`src/rtl/cmd_rx_parser.sv`:
```
// Host packet parser: UART RX bytes -> single-cycle CSR write/read strobes; read data returned as 4 TX bytes.
// Optional CRC-8 trailer (poly 0x07) is compiled in when the macro CMD_RX_CRC_EN is defined.
module cmd_rx_parser #(
  parameter logic [31:0] TIMEOUT_CYC = 32'd100000,
  parameter int unsigned ADDR_W      = 8
) (
  input  logic              clk,
  input  logic              rst_n,
  input  logic              rx_valid,
  input  logic [7:0]        rx_data,
  output logic              rx_ready,
  input  logic              crc_en,
  output logic              csr_wen,
  output logic              csr_ren,
  output logic [ADDR_W-1:0] csr_addr,
  output logic [31:0]       csr_wdata,
  input  logic [31:0]       csr_rdata,
  output logic              tx_valid,
  output logic [7:0]        tx_data,
  input  logic              tx_ready,
  output logic              rx_crc_error,
  output logic              rx_illegal_cmd,
  output logic              rx_timeout,
  output logic              busy
);

`ifdef CMD_RX_CRC_EN
  localparam logic CRC_BUILD = 1'b1;
`else
  localparam logic CRC_BUILD = 1'b0;
`endif

  localparam logic [7:0] CMD_WR = 8'h01;
  localparam logic [7:0] CMD_RD = 8'h02;

  typedef enum logic [3:0] {
    S_IDLE = 4'd0, S_ADDR = 4'd1, S_D0 = 4'd2, S_D1 = 4'd3, S_D2 = 4'd4, S_D3 = 4'd5,
    S_CRC = 4'd6, S_EXEC = 4'd7, S_RD_WAIT = 4'd8,
    S_TX0 = 4'd9, S_TX1 = 4'd10, S_TX2 = 4'd11, S_TX3 = 4'd12
  } state_e;

  state_e            state_q, state_d;
  logic [31:0]       cnt_q, cnt_d;
  logic [7:0]        crc_q, crc_d;
  logic              crc_act_q, crc_act_d;
  logic              is_rd_q, is_rd_d;
  logic [7:0]        addr_q, addr_d;
  logic [31:0]       data_q, data_d;
  logic [31:0]       cap_q, cap_d;
  logic              rx_ready_q, rx_ready_d;
  logic              csr_wen_q, csr_wen_d;
  logic              csr_ren_q, csr_ren_d;
  logic [ADDR_W-1:0] csr_addr_q, csr_addr_d;
  logic [31:0]       csr_wdata_q, csr_wdata_d;
  logic              tx_valid_q, tx_valid_d;
  logic [7:0]        tx_data_q, tx_data_d;
  logic              crc_err_q, crc_err_d;
  logic              ill_q, ill_d;
  logic              to_q, to_d;
  logic              busy_q, busy_d;
  logic              acc_s, wait_s, last_s, crc_bad_s;

  function automatic logic [7:0] crc8_upd(input logic [7:0] crc, input logic [7:0] b);
    logic [7:0] c;
    c = crc ^ b;
    for (int i = 0; i < 8; i++) begin
      if (c[7]) begin
        c = {c[6:0], 1'b0} ^ 8'h07;
      end else begin
        c = {c[6:0], 1'b0};
      end
    end
    return c;
  endfunction

  // Next-state and next-output computation for the whole parser.
  always_comb begin
    state_d     = state_q;
    cnt_d       = cnt_q;
    crc_d       = crc_q;
    crc_act_d   = crc_act_q;
    is_rd_d     = is_rd_q;
    addr_d      = addr_q;
    data_d      = data_q;
    cap_d       = cap_q;
    csr_addr_d  = csr_addr_q;
    csr_wdata_d = csr_wdata_q;
    tx_valid_d  = tx_valid_q;
    tx_data_d   = tx_data_q;
    csr_wen_d   = 1'b0;
    csr_ren_d   = 1'b0;
    crc_err_d   = 1'b0;
    ill_d       = 1'b0;
    to_d        = 1'b0;
    wait_s      = 1'b0;
    last_s      = 1'b0;
    crc_bad_s   = 1'b0;
    acc_s       = rx_valid & rx_ready_q;

    case (state_q)
      S_IDLE: begin
        if (acc_s && ((rx_data == CMD_WR) || (rx_data == CMD_RD))) begin
          state_d   = S_ADDR;
          is_rd_d   = (rx_data == CMD_RD);
          crc_act_d = CRC_BUILD & crc_en;
          crc_d     = crc8_upd(8'h00, rx_data);
        end else if (acc_s) begin
          ill_d = 1'b1;
        end else begin
          state_d = S_IDLE;
        end
      end
      S_ADDR: begin
        wait_s = 1'b1;
        if (acc_s) begin
          addr_d = rx_data;
          crc_d  = crc8_upd(crc_q, rx_data);
          if (!is_rd_q) begin
            state_d = S_D0;
          end else if (crc_act_q) begin
            state_d = S_CRC;
          end else begin
            last_s = 1'b1;
          end
        end else begin
          state_d = S_ADDR;
        end
      end
      S_D0, S_D1, S_D2, S_D3: begin
        wait_s = 1'b1;
        if (acc_s) begin
          data_d = {rx_data, data_q[31:8]};
          crc_d  = crc8_upd(crc_q, rx_data);
          if (state_q != S_D3) begin
            state_d = state_e'(state_q + 4'd1);
          end else if (crc_act_q) begin
            state_d = S_CRC;
          end else begin
            last_s = 1'b1;
          end
        end else begin
          state_d = state_q;
        end
      end
      S_CRC: begin
        wait_s = 1'b1;
        if (acc_s) begin
          crc_bad_s = (rx_data != crc_q);
          last_s    = 1'b1;
        end else begin
          state_d = S_CRC;
        end
      end
      S_EXEC: begin
        state_d = csr_ren_q ? S_RD_WAIT : S_IDLE;
      end
      S_RD_WAIT: begin
        cap_d      = csr_rdata;
        tx_data_d  = csr_rdata[7:0];
        tx_valid_d = 1'b1;
        state_d    = S_TX0;
      end
      S_TX0: begin
        if (tx_ready) begin
          tx_data_d = cap_q[15:8];
          state_d   = S_TX1;
        end else begin
          state_d = S_TX0;
        end
      end
      S_TX1: begin
        if (tx_ready) begin
          tx_data_d = cap_q[23:16];
          state_d   = S_TX2;
        end else begin
          state_d = S_TX1;
        end
      end
      S_TX2: begin
        if (tx_ready) begin
          tx_data_d = cap_q[31:24];
          state_d   = S_TX3;
        end else begin
          state_d = S_TX2;
        end
      end
      S_TX3: begin
        if (tx_ready) begin
          tx_valid_d = 1'b0;
          tx_data_d  = 8'h00;
          state_d    = S_IDLE;
        end else begin
          state_d = S_TX3;
        end
      end
      default: begin
        state_d = S_IDLE;
      end
    endcase

    // Last byte of a packet: CRC error outranks a misaligned address; only a clean packet strobes.
    if (last_s) begin
      state_d = S_EXEC;
      if (crc_bad_s) begin
        crc_err_d = 1'b1;
      end else if (addr_d[1:0] != 2'b00) begin
        ill_d = 1'b1;
      end else begin
        csr_addr_d  = ADDR_W'(addr_d);
        csr_wdata_d = is_rd_q ? csr_wdata_q : data_d;
        csr_wen_d   = ~is_rd_q;
        csr_ren_d   = is_rd_q;
      end
    end else begin
      crc_bad_s = 1'b0;
    end

    // An accepted byte in the compare cycle wins over the timeout.
    if (!wait_s) begin
      cnt_d = 32'd0;
    end else if (acc_s) begin
      cnt_d = 32'd0;
    end else if ((cnt_q + 32'd1) == TIMEOUT_CYC) begin
      cnt_d   = 32'd0;
      to_d    = 1'b1;
      state_d = S_IDLE;
    end else begin
      cnt_d = cnt_q + 32'd1;
    end

    rx_ready_d = state_d inside {S_IDLE, S_ADDR, S_D0, S_D1, S_D2, S_D3, S_CRC};
    busy_d     = (state_d != S_IDLE);
  end

  // State and registered outputs.
  always_ff @(posedge clk or negedge rst_n) begin
    if (!rst_n) begin
      state_q     <= S_IDLE;
      cnt_q       <= 32'd0;
      crc_q       <= 8'h00;
      crc_act_q   <= 1'b0;
      is_rd_q     <= 1'b0;
      addr_q      <= 8'h00;
      data_q      <= 32'd0;
      cap_q       <= 32'd0;
      rx_ready_q  <= 1'b0;
      csr_wen_q   <= 1'b0;
      csr_ren_q   <= 1'b0;
      csr_addr_q  <= '0;
      csr_wdata_q <= 32'd0;
      tx_valid_q  <= 1'b0;
      tx_data_q   <= 8'h00;
      crc_err_q   <= 1'b0;
      ill_q       <= 1'b0;
      to_q        <= 1'b0;
      busy_q      <= 1'b0;
    end else begin
      state_q     <= state_d;
      cnt_q       <= cnt_d;
      crc_q       <= crc_d;
      crc_act_q   <= crc_act_d;
      is_rd_q     <= is_rd_d;
      addr_q      <= addr_d;
      data_q      <= data_d;
      cap_q       <= cap_d;
      rx_ready_q  <= rx_ready_d;
      csr_wen_q   <= csr_wen_d;
      csr_ren_q   <= csr_ren_d;
      csr_addr_q  <= csr_addr_d;
      csr_wdata_q <= csr_wdata_d;
      tx_valid_q  <= tx_valid_d;
      tx_data_q   <= tx_data_d;
      crc_err_q   <= crc_err_d;
      ill_q       <= ill_d;
      to_q        <= to_d;
      busy_q      <= busy_d;
    end
  end

  assign rx_ready       = rx_ready_q;
  assign csr_wen        = csr_wen_q;
  assign csr_ren        = csr_ren_q;
  assign csr_addr       = csr_addr_q;
  assign csr_wdata      = csr_wdata_q;
  assign tx_valid       = tx_valid_q;
  assign tx_data        = tx_data_q;
  assign rx_crc_error   = CRC_BUILD & crc_err_q;
  assign rx_illegal_cmd = ill_q;
  assign rx_timeout     = to_q;
  assign busy           = busy_q;

endmodule

```
`config.mk`:
```
export PLATFORM = sky130hd
export DESIGN_NAME = cmd_rx_parser
export DESIGN_NICKNAME = d
export VERILOG_FILES = /design/src/rtl/cmd_rx_parser.sv
export SDC_FILE = /design/constraint.sdc
export NUM_CORES = 1
export LEC_CHECK = 0
export ABC_AREA = 1
export CAP_MARGIN = 20
export CORE_MARGIN = 10
export CORE_UTILIZATION = 35
export CTS_BUF_LIST = sky130_fd_sc_hd__clkbuf_8
export DETAILED_ROUTE_END_ITERATION = 6
export DONT_BUFFER_PORTS = 1
export PLACE_DENSITY_LB_ADDON = 0.15
export SYNTH_ARGS = -nofsm -noshare
export SYNTH_HDL_FRONTEND = slang
export SYNTH_SLANG_ARGS = --single-unit
export TNS_END_PERCENT = 50
```
`constraint.sdc`:
```
create_clock -name clk -period 6.3 [get_ports clk]
set_input_delay 0.63 -clock clk [delete_from_list [all_inputs] [get_ports clk]]
set_output_delay 0.63 -clock clk [all_outputs]
set_load 0.1 [all_outputs]
```
After elaboration in Yosys (flattened, before gate mapping)
Cells that the tools add are included.
{ "word_totals": {"reg_bits": 172, "inputBits": 45, "output_inout_bits": 56, "word_cells": 217} }
{ "op_classes": {"n_addsub": 2, "eq_ne": 30, "muxes": 122, "bitwise": 28, "reduce_logical": 18} }
{ "op_table": {"columns": ["operator", "count"], "rows": [
  ["8-bit 2-to-1 mux", 50],
  ["32-bit 2-to-1 mux", 5],
  ["3-bit 2-to-1 mux", 24],
  ["3-bit NOT", 23],
  ["4-bit 2-to-1 mux", 13],
  ["4-bit one-hot mux with 10 select lines", 1],
  ["8-bit one-hot mux with 5 select lines", 1],
  ["32-bit by 1-bit adder with 32-bit output (second input constant)", 1],
  ["32-bit by 17-bit == test with 1-bit output (second input constant)", 1],
  ["4-bit by 3-bit == test with 1-bit output (second input constant)", 7],
  ["1-bit 2-to-1 mux", 24],
  ["8-bit one-hot mux with 3 select lines", 1],
  ["4-bit == test (second input constant)", 5],
  ["4-bit by 2-bit == test with 1-bit output (second input constant)", 4],
  ["2-bit inequality test (second input constant)", 7],
  ["4-bit by 1-bit == test with 1-bit output (second input constant)", 2],
  ["8-bit by 1-bit == test with 1-bit output (second input constant)", 1],
  ["8-bit by 2-bit == test with 1-bit output (second input constant)", 1],
  ["4-bit zero test", 2],
  ["8-bit inequality test", 1],
  ["4-bit AND reduction", 2],
  ["8-bit XOR", 1],
  ["7-bit nonzero test", 1],
  ["6-bit OR reduction", 1],
  ["17 further kinds", 21]
]} }

Depth between registers and ports, before layout
{ "depth": {"word_depth": 33, "mapped_depth": 17, "mapped_depth_nobuf": 17} }

Worst setup path before layout
No wires, ideal clock.
{ "synth_timing": {"kind": "reg2reg", "startpoint": "register rx_ready_q, in the netlist rx_ready", "endpoint": "register csr_wdata_q[12], in the netlist csr_wdata[12]", "setup_ns": 0.120, "arrival_time_ns": 2.369, "t_required_ns": 6.180, "slack_ns": 3.811, "stages_incl_launch_ff": 11, "path_buffers": 1, "period_less_slack_ns": 2.489, "path_cell_list": "dfrtp_1 > nand2_1 > inv_1 > nand2_2 > a21oi_1 > inv_2 > nor2_2 > nand4_1 > clkbuf_1 > nand2_1 > nand2_1"} }
{ "synth_between": {"elab_chain_cells": 6, "elab_cells_between_ends": 15, "cone_classes": "10 x mux; 3 x bitwise; 2 x reduce/logical"} }
{ "synth_rtl": {"columns": ["element", "line_no", "rtl"], "rows": [
  ["start, declared", "50", "logic rx_ready_q, rx_ready_d;"],
  ["start signal, assigned", "266", "rx_ready_q <= rx_ready_d;"],
  ["1-bit bitwise AND", "98", "acc_s = rx_valid & rx_ready_q;"],
  ["8-bit 2-to-1 mux", "115", "if (acc_s) begin"],
  ["8-bit 2-to-1 mux", "100", "case (state_q)"],
  ["via addr_d[1]", "47", "logic [7:0] addr_q, addr_d;"],
  ["2-bit nonzero test", "206", "end else if (addr_d[1:0] != 2'b00) begin"],
  ["1-bit NOT (no line)", null, null],
  ["4-bit AND reduction (no line)", null, null],
  ["end signal, assigned", "270", "csr_wdata_q <= csr_wdata_d;"],
  ["end, declared", "54", "logic [31:0] csr_wdata_q, csr_wdata_d;"]
]} }
The timed path passes the listed nets, and every way through them passes these cells.
A chain may end at the register's enable or synchronous reset.

Final worst setup path
{ "layout_timing": {"startpoint": "register rx_ready_q, in the netlist rx_ready", "endpoint": "register csr_wdata_q[17], in the netlist csr_wdata[17]"} }
Same word-level chain as after synthesis.

==> results.cfg <==
[clock_network]
cts_made_buffers = 17
cts_tree = yes
clk_path_buf_depth = 2
htree_levels = 4
clock_sinks = 164
clk_pin_slew_ns = 0.10
post_cts_buffers = 0
clkLatencyLatePin_ns = 0.46
root_buffer = clkbuf_8

[timing]
slew_viol_final = 0
timing.final.crit_share_pct = 69.3
fmax_mhz = 229
hold_violations = 0
min_period_ns = 4.37
rsz0062_at_grt = false
worst_pin_slew_ns = 0.972
setup_violations = 0
skew_ns = 0.0142
slew-limit-headroom_pct = 35.2
fin_tns_setup_ns = 0

[grt]
antenna_found_initial = 0
grt_pass1_wl_um = 33100
grt_pass1_vias = 6137
grt_max_degree = 165
track_usage_pct = 13.5
gr-total-overflow = 0

[power_and_ir_drop]
p_per_area_mw_per_mm2 = 439
seq_power_share_pct = 50.6
p_comb_share_pct = 29.1
clkPwrFrac_pct = 20.2
switching_power_mw = 1.85
leakage_nw = 4.27
power.total_mw = 3.90
ir_drop_mv = 0.251
sw_frac_of_total_pct = 47.5
p_int_mw = 2.05

[drt]
wl_met3_um = 1040
drtPass1Iterations = 4
avgRoutedWirePerCell_um = 15.0
drt-met1-wl_um = 9700
routed-wl-met2_um = 9130
drt-total-wl_um = 20100
highest_layer = met4
drcViolationCount = 0
via_per_inst = 4.64
ant_nets = 0
vias = 6198
drt_iter0_drc = 435

[worst_setup_path]
cp.buffers_inverters = 2
path_cells = nand2_1 -> inv_1 -> nand2_2 -> a21oi_1 -> inv_2 -> nor2_2 -> nand3_2 -> nor2_4 -> nand2_1 -> nand2_1
r2r_start = rx_ready
reg2reg_slack_ns = 1.93
worstPathRequired_ns = 6.70
rr_endpoint = csr_wdata[17]
cpMaxStageDelayCell = dfrtp_1
critical_path_class = reg2reg
cpPeakStageDelay_ns = 0.95
cpMostUsedCell = nand2_1
cp.arrival_ns = 4.77
cp-end-kind = register
cp_max_fo = 33
reg2reg_depth = 10
cp-start-kind = register
crit_family = simple AND/OR/NAND/NOR gates

[finish]
final_util_pct = 38.9
fin_nets = 1064
syn_to_final_growth_pct = 8.55
fin_cells = 1335
layout-drive-gt1-share_pct = 8.13

[floorplanning]
die_w_um = 173
rows = 55
dieArea_mm2 = 0.0298
io_pins = 101
start_util_pct = 35.9
core_mm2 = 0.0228
die_h_um = 173

[synthesis]
syn-cell-area_mm2 = 0.00817
synth_cells = 1013
ys_top_cells_by_area = dfrtp_1, nand2_1, nor2_1, inv_1, o21ai_0
synth_top_area_share_pct = 50.3
synth_cell_types = 44
synth.yosys.seq_area_share_pct = 50.3
syn_area_per_cell_um2 = 8.06
yosys_warnings = 0
syn_nets = 1069
synth_top_cell_by_area = dfrtp_1
synth_seq_cells = 164

[place]
io_buffers = 0
routabilityCongestion = 0.870
place.detailed.hpwl_um = 14000
dpl.cell_count = 1301

[job]
drv_cap = 0

[hold_path]
hold_path.class = in2async

[status]
status = completed
-- cell families (layout without fill, tap and decap cells) --
| family | count (synthesis) | count (layout) | share of synthesized area [%] |
|---|---|---|---|
| AO/OA/AOI/OAI | 134 | 134 | 10.1 |
| XOR/XNOR | 35 | 35 | 3.75 |
| adder cells (fa/ha/maj) | 11 | 11 | 1.69 |
| buffers and inverters | 129 | 137 | 6.54 |
| flip-flops | 164 | 164 | 50.3 |
| other | 1 | 2 | 0.0459 |
| AND/OR/NAND/NOR | 539 | 539 | 27.7 |
-- final cells by class --
cell class,count,area [um^2]
diodes,1,2.50
clock inverters,14,159
well taps,313,392
flip-flops and latches,164,4100
inverters,101,379
fillers,2417,13900
clock buffers,18,248
repair buffers,4,50.0
multi-input cells,720,3530
-- worst max-delay path by stage --
stage	startpoint	to	slack, ns	cells after the start
after detailed placement	rx_ready	csr_wdata[17]	1.88	10
after global placement	rx_ready	csr_wdata[9]	1.92	10
after CTS	rx_ready	csr_wdata[19]	1.86	10
final	rx_ready	csr_wdata[17]	1.93	10
after global routing	rx_ready	csr_wdata[19]	1.54	10
after floorplan	rx_ready	csr_wdata[12]	3.81	10
-- cells in the mapped netlist, drive strengths merged --
| master | instances |
|---|---|
| nand2 | 357 |
| dfrtp | 164 |
| nor2 | 116 |
| inv | 101 |
| o21ai | 52 |
| a21oi | 41 |
| nand3 | 40 |
| xnor2 | 21 |
| buf | 16 |
| xor2 | 14 |
| clkbuf | 12 |
| ha | 11 |
| nand4 | 10 |
| nand3b | 8 |
| o21a | 8 |
| o211ai | 7 |
| a221oi | 6 |
| o22ai | 6 |
| a31oi | 5 |
| nor3 | 5 |
| o21bai | 4 |
| and2 | 2 |
| a21o | 1 |
| a22o | 1 |
| a311oi | 1 |
| conb | 1 |
| nor3b | 1 |
| o221ai | 1 |
| o31ai | 1 |
-- power by group through the flow --
stage / logic [mW] / registers [mW] / clock network (mW)
finish: 1.14 / 1.97 / 0.789
global route: 1.32 / 2.01 / 0.861
CTS: 1.16 / 1.98 / 0.818
detailed placement: 1.13 / 2.00 / 0
global placement: 1.12 / 2.00 / 0
floorplan: 0.938 / 1.95 / 0
-- cells in the final DEF, fill, tap and decap left out, drive strengths merged --
master / Yosys / layout
a21o: 1 / 1
a21oi: 41 / 41
a221oi: 6 / 6
a22o: 1 / 1
a311oi: 1 / 1
a31oi: 5 / 5
and2: 2 / 2
buf: 16 / 4
clkbuf: 12 / 18
clkinv: 0 / 4
clkinvlp: 0 / 2
conb: 1 / 1
dfrtp: 164 / 164
diode: 0 / 1
ha: 11 / 11
inv: 101 / 109
nand2: 357 / 357
nand3: 40 / 40
nand3b: 8 / 8
nand4: 10 / 10
nor2: 116 / 116
nor3: 5 / 5
nor3b: 1 / 1
o211ai: 7 / 7
o21a: 8 / 8
o21ai: 52 / 52
o21bai: 4 / 4
o221ai: 1 / 1
o22ai: 6 / 6
o31ai: 1 / 1
xnor2: 21 / 21
xor2: 14 / 14
-- registers in the layout, indices dropped and copies added, names as in the netlist, 4 cells and up --
signal	flops
data_q	32
tx_data	8
cnt_q	32
crc_q	8
addr_q	8
cap_q	24
csr_addr	8
csr_wdata	32
state_q	4
-- through the flow --
stage	setup slack, ns	instance area, um^2	hold slack [ns]
3_5_place_dp	1.88	8430	0.350
3_3_place_gp	1.92	8430	0.349
4_1_cts	1.86	8860	0.233
2_1_floorplan	3.81	8170	0.334
5_1_grt	1.54	8860	0.244
6_report	1.93	8860	0.0772
-- routing by layer --
layer / vias to the layer above / global-route usage (%)
li1: 3199 / -
met1: 2895 / 17.7
met2: 93 / 21.0
met3: 11 / 3.81
met4: 0 / 4.24
met5: - / 0
-- repair_timing --
action	CTS	global route
endpoints found under the hold margin	164	0
gates resized for setup	0	0
hold buffers	1	0
Note: power is estimated with default switching activity, not from simulation.
